<file path="config.mk">
export PLATFORM = sky130hd
export DESIGN_NAME = seq_shift_unit
export DESIGN_NICKNAME = d
export VERILOG_FILES = /design/src/rtl/shift_pkg.sv /design/src/rtl/shift_step.sv /design/src/rtl/seq_shift_unit.sv
export SDC_FILE = /design/constraint.sdc
export NUM_CORES = 1
export LEC_CHECK = 0
export ABC_AREA = 1
export CAP_MARGIN = 15
export CORE_UTILIZATION = 30
export CTS_CLUSTER_DIAMETER = 200
export DETAILED_ROUTE_END_ITERATION = 10
export GPL_TIMING_DRIVEN = 0
export HOLD_SLACK_MARGIN = 0.1
export SETUP_SLACK_MARGIN = 0.5
export SLEW_MARGIN = 20
export SYNTH_ARGS = -nofsm -noshare
export SYNTH_HDL_FRONTEND = slang
export SYNTH_HIERARCHICAL = 1
export SYNTH_SLANG_ARGS = --single-unit
</file>
<file path="constraint.sdc">
create_clock -name clk -period 3.32 [get_ports clk]
set_clock_uncertainty 0.05 [all_clocks]
set_input_delay 0.664 -clock clk [delete_from_list [all_inputs] [get_ports clk]]
set_output_delay 0.664 -clock clk [all_outputs]
set_load 0.03 [all_outputs]
</file>
<file path="src/rtl/shift_pkg.sv">
// Shared definitions for the multi-cycle shifter.
//   LEFT/RIGHT   : direction encodings for shift_direction
//   shift_op_e   : operation encodings for shift_op
//   state_e      : FSM state encodings for seq_shift_unit
package shift_pkg;

    localparam logic LEFT  = 1'b1;
    localparam logic RIGHT = 1'b0;

    typedef enum logic [1:0] {
        SHIFT_OP_LOGICAL = 2'b00,
        SHIFT_OP_ARITH   = 2'b01,
        SHIFT_OP_ROTATE  = 2'b10,
        SHIFT_OP_RSVD    = 2'b11
    } shift_op_e;

    typedef enum logic [1:0] {
        StIdle   = 2'b00,
        StShift  = 2'b01,
        StFinish = 2'b10
    } state_e;

endpackage

</file>
<file path="src/rtl/shift_step.sv">
// Combinational single-position shift/rotate step.
//   w         in  WORD_SIZE  current working value
//   direction in  1          LEFT (1) or RIGHT (0)
//   op        in  shift_op_e logical / arithmetic / rotate / reserved
//   w_next    out WORD_SIZE  value after one 1-bit step
module shift_step
    import shift_pkg::*;
#(
    parameter int unsigned WORD_SIZE = 32
) (
    input  logic [WORD_SIZE-1:0] w,
    input  logic                 direction,
    input  shift_op_e            op,
    output logic [WORD_SIZE-1:0] w_next
);

    always_comb begin
        w_next = w;
        unique case (op)
            SHIFT_OP_LOGICAL: begin
                w_next = (direction == LEFT) ? {w[WORD_SIZE-2:0], 1'b0}
                                             : {1'b0, w[WORD_SIZE-1:1]};
            end
            SHIFT_OP_ARITH: begin
                // Arithmetic left is identical to logical left.
                w_next = (direction == LEFT) ? {w[WORD_SIZE-2:0], 1'b0}
                                             : {w[WORD_SIZE-1], w[WORD_SIZE-1:1]};
            end
            SHIFT_OP_ROTATE: begin
                w_next = (direction == LEFT) ? {w[WORD_SIZE-2:0], w[WORD_SIZE-1]}
                                             : {w[0], w[WORD_SIZE-1:1]};
            end
            SHIFT_OP_RSVD: begin
                // Reserved op walks through the full latency without changing w.
                w_next = w;
            end
            default: w_next = w;
        endcase
    end

endmodule

</file>
<file path="src/rtl/seq_shift_unit.sv">
// Multi-cycle shifter: performs an N-position shift/rotate as N single-bit steps,
// one per clock, with a start/busy/done handshake.
//   clk             in  1          rising-edge clock
//   reset           in  1          synchronous, active-high; aborts any operation
//   start           in  1          request, sampled only in idle
//   shift_direction in  1          1 = left, 0 = right
//   shift_op        in  2          00 logical, 01 arithmetic, 10 rotate, 11 reserved
//   shift_amount    in  AMT_WIDTH  number of positions
//   data_1          in  WORD_SIZE  operand
//   busy            out 1          high while stepping
//   done            out 1          one-cycle pulse with a valid shifter_out
//   shifter_out     out WORD_SIZE  result, held until the next completion
module seq_shift_unit
    import shift_pkg::*;
#(
    parameter int unsigned WORD_SIZE = 32,
    parameter int unsigned AMT_WIDTH = 5
) (
    input  logic                 clk,
    input  logic                 reset,
    input  logic                 start,
    input  logic                 shift_direction,
    input  logic [1:0]           shift_op,
    input  logic [AMT_WIDTH-1:0] shift_amount,
    input  logic [WORD_SIZE-1:0] data_1,
    output logic                 busy,
    output logic                 done,
    output logic [WORD_SIZE-1:0] shifter_out
);

    state_e                 state_q, state_d;
    logic [AMT_WIDTH-1:0]   cnt_q, cnt_d;
    logic [WORD_SIZE-1:0]   w_q, w_d;
    logic                   dir_q, dir_d;
    shift_op_e              op_q, op_d;
    logic [WORD_SIZE-1:0]   out_q, out_d;
    logic [WORD_SIZE-1:0]   w_step;

    shift_step #(
        .WORD_SIZE (WORD_SIZE)
    ) u_shift_step (
        .w         (w_q),
        .direction (dir_q),
        .op        (op_q),
        .w_next    (w_step)
    );

    always_comb begin
        state_d = state_q;
        cnt_d   = cnt_q;
        w_d     = w_q;
        dir_d   = dir_q;
        op_d    = op_q;
        out_d   = out_q;
        unique case (state_q)
            StIdle: begin
                if (start) begin
                    w_d     = data_1;
                    dir_d   = shift_direction;
                    op_d    = shift_op_e'(shift_op);
                    cnt_d   = shift_amount;
                    state_d = (shift_amount != '0) ? StShift : StFinish;
                end
            end
            StShift: begin
                w_d   = w_step;
                cnt_d = cnt_q - AMT_WIDTH'(1);
                if (cnt_q == AMT_WIDTH'(1)) begin
                    state_d = StFinish;
                end
            end
            StFinish: begin
                out_d   = w_q;
                state_d = StIdle;
            end
            default: state_d = StIdle;
        endcase
    end

    always_ff @(posedge clk) begin
        if (reset) begin
            state_q <= StIdle;
            cnt_q   <= '0;
            w_q     <= '0;
            dir_q   <= RIGHT;
            op_q    <= SHIFT_OP_LOGICAL;
            out_q   <= '0;
        end else begin
            state_q <= state_d;
            cnt_q   <= cnt_d;
            w_q     <= w_d;
            dir_q   <= dir_d;
            op_q    <= op_d;
            out_q   <= out_d;
        end
    end

    assign busy = (state_q == StShift);
    assign done = (state_q == StFinish);
    // Present the result during the done cycle; out_q holds it afterwards.
    assign shifter_out = done ? w_q : out_q;

endmodule

</file>
==> summary.txt <==
Die
  – Die ar.: 14330 um2
  – Core area: approximately 13000 um2
  – IO Pins: 77
  – Chip width: 119.7 um
  – Row count: 42
  – Starting density of the core: 0.3101
  – Die height: 119.7 um

Yosys
  – Post-synthesis cell count: around 590
  – Simple-gate portion of the synthesized area: 0.2629
  – Number of unique standard cell types used by synthesis: 30
  – Mean Syn Cell Area: approximately 7 um2
  – Main combinational cell family by area after synthesis: simple AND/OR/NAND/NOR gates
  – Mux contribution to synthesized area: 0
  – Sequential area share after synthesis: 0.3565
  – Mapped cell area: 4155 um2
  – Synth Area in XOR/XNOR: 0.002108
  – Post-synthesis adder-cell area fraction: 0.006022
  – Post-synthesis compound-gate area fraction: 0.2578
  – Yosys warns: 6
  – Syn Nets: 636
  – Post-synthesis sequential element count: 74

Worst setup path
  – Critical Path RT: 2.61 ns
  – Startpoint Class: flip-flop
  – Worst R2R Setup Slack: 1.83 ns
  – Critical Path Fanout Max: 7
  – CP most frequent cell: inv_1
  – Worst R2R End: w_q[29]
  – Worst r2r path cells: 6
  – Max incr delay on CP: 0.60 ns
  – CP max-delay cell: clkdlybuf4s50_1
  – Crit Path Class: flip-flop to output port
  – Arrival @ worst endpoint: 1.98 ns
  – Crit-path cells: inv_1 -> nor2_4 -> inv_1 -> o21ai_1 -> inv_1 -> clkdlybuf4s50_1
  – R2R Path Start: dir_q
  – Crit. End Element: output port

Clock network
  – CTS tree: yes
  – Total CTS buffers: 9
  – Clock root buffer: clkbuf_16
  – CTS clk-pin slew, worst paths: 0.06 ns
  – Clk buf depth: 2
  – CTS Hold Bufs: 0
  – Clock sinks: 74
  – CTS H-tree depth: 3
  – Clock Latency Late Sink: 0.33 ns

STA
  – Worst hold slack: 0.4423 ns
  – Maximum clock rate: 371.5 MHz
  – Setup violations, final: 0
  – Final hold violations: 0
  – Worst-margin pin slew: 0.5347 ns
  – Final worst setup slack: 0.6285 ns
  – Rel. slew slack: 0.6435
  – Post-layout minimum cycle time: roughly 2.7 ns
  – Final Cycle Share: 0.8107
  – Setup TNS: 0 ns
  – Slew Viols, Final: 0
  – Unrepaired setup endpoints after global routing: no

Power and ir drop
  – Pleak: 2.617 nW
  – PD cells: roughly 520 nW/um2
  – Peak VDD IR: 0.2326 mV

Finish
  – Final Cell Area: between 5000 and 6000 um2
  – Most frequent cells in the layout: nand2_1 (142), nor2_1 (74), dfxtp_1 (74), inv_1 (52), o21ai_0 (46)
  – Area of the multi-input gates: 2202 um2
  – Diodes inserted: 0
  – FILL cells: roughly 1.4k
  – Fin nets: 722
  – Final core occ: 0.4046
  – FF+latch area: 1481 um2
  – Layout area overhead: 30.47%
  – Most common cell after layout, fill and taps aside: nand2_1
  – Share of cells above drive strength 1: 0.1613

Detailed routing
  – Antenna Nets Post-Route: 0
  – DRT Pass-1 Iters: 5
  – DRT iter0 DRCs: 269
  – WL final: approximately 12000 um
  – Via Count: 4194
  – Vias per cell: 4.888
  – DRC: 0
  – Average wire per cell in the routed design: 14.07 um

Placement
  – DP HPWL: 8734 um
  – Placed Area: 5126 um2
  – Routability Congestion: a little under 0.9
  – Pre-CTS WS: around 0.73 ns
  – Port buffer count: 75

Global route
  – GRT Overall Usage: 0.1765
  – First-pass GRT wire length: 19800 um
  – GRT overflow: 0
  – Largest net degree at the start of global routing: 13
  – Initial antenna violation count: 0
  – Vias in the first global route: 3997

Hold path
  – Hold Path Class: flip-flop to flip-flop
  – HP Start: cnt_q[3]
  – Worst hold endpoint: cnt_q[3]
  – Hold path depth: 2

Run status
  – Outcome: finished clean

Flow run
  – Max Cap Viol: 0
[how the worst max path moves through the flow]
stage	from	to	slack (ns)	depth (start not counted)
floorplan	state_q[1]	shifter_out[30]	1.41	6
global placement	state_q[1]	shifter_out[0]	0.75	6
detailed placement	state_q[1]	shifter_out[0]	0.73	6
CTS	state_q[1]	shifter_out[0]	0.48	6
global route	state_q[1]	shifter_out[31]	0.52	6
finish	state_q[1]	shifter_out[31]	0.63	6
[metal layers]
metal	GRT usage	part of all wire
met4	0.06094	0.022
met5	0	0
met3	0.03992	0.057
met2	0.2952	0.47
met1	0.2221	0.45
[power breakdown]
| group | internal [mW] | total, mW | switching (mW) |
|---|---|---|---|
| clock network | 0.676 | 1.05 | 0.376 |
| registers | 0.973 | 1.06 | 0.0913 |
| logic | 0.287 | 0.726 | 0.439 |
| total | 1.94 | 2.84 | 0.906 |
[stage by stage]
step	power [mW]	std cells
6_report	2.843	858
5_1_grt	2.990	858
4_1_cts	2.855	858
3_5_place_dp	1.830	842
3_3_place_gp	1.813	842
2_1_floorplan	1.563	591
[cells in the mapped netlist]
cell,number,area [um2]
a21oi_1,18,90.09
a31oi_1,32,200.2
a31oi_2,19,237.7
buf_2,16,80.08
buf_4,6,45.04
buf_6,8,90.09
clkbuf_1,7,26.28
clkbuf_2,4,20.02
clkinv_2,1,5.000
dfxtp_1,74,1481
ha_1,2,25.02
inv_1,52,195.2
inv_2,4,15.01
nand2_1,142,533.0
nand2_2,4,25.02
nand3_1,5,25.02
nand4_1,2,12.51
nor2_1,74,277.8
nor2_2,1,6.260
nor3b_2,1,12.51
o211ai_1,1,7.510
o21a_1,1,7.510
o21ai_0,48,240.2
o21ai_1,7,35.03
o21ai_2,28,245.2
o21bai_1,1,7.510
or2_0,2,12.51
or2_1,27,168.9
or2_2,3,18.77
xor2_1,1,8.760
[layout make-up]
type / instances / area share
Sequential cell: 74 / 0.2733
Clock buffer: 11 / 0.04477
Buffer: 41 / 0.04916
Timing Repair Buffer: 75 / 0.1320
Tap cell: 176 / 0.04062
Inverter: 57 / 0.03970
Clock inverter: 5 / 0.01431
Multi-Input combinational cell: 419 / 0.4062
[repair_timing]
item                                    CTS  global route
resized for setup                        34             2
endpoints found under the setup margin   32             3
buffers inserted                          0             0
gates cloned                              0             0
[sequential cells by signal (all words and copies together) (netlist names)]
name and count:
cnt_q 5, out_q 32, dir_q 1, op_q 2
w_q 32, state_q 2
[critical path: cells and delay by family, from the launching register on]
kind	cells	cell delay (ns)
buf+inv	4	0.93
compound gates	1	0.25
flops	1	0.30
simple gates	1	0.18
[cells by family (layout without fill, tap and decap cells)]
| family | Yosys count | count (layout) |
|---|---|---|
| and+or+nand+nor | 261 | 261 |
| buffers and inverters | 98 | 189 |
| xor gates and xnor gates | 1 | 1 |
| DFF | 74 | 74 |
| AOI/OAI and AO/OA | 155 | 155 |
| adders and majority gates | 2 | 2 |
No activity file was read; power rests on OpenSTA's default activity.
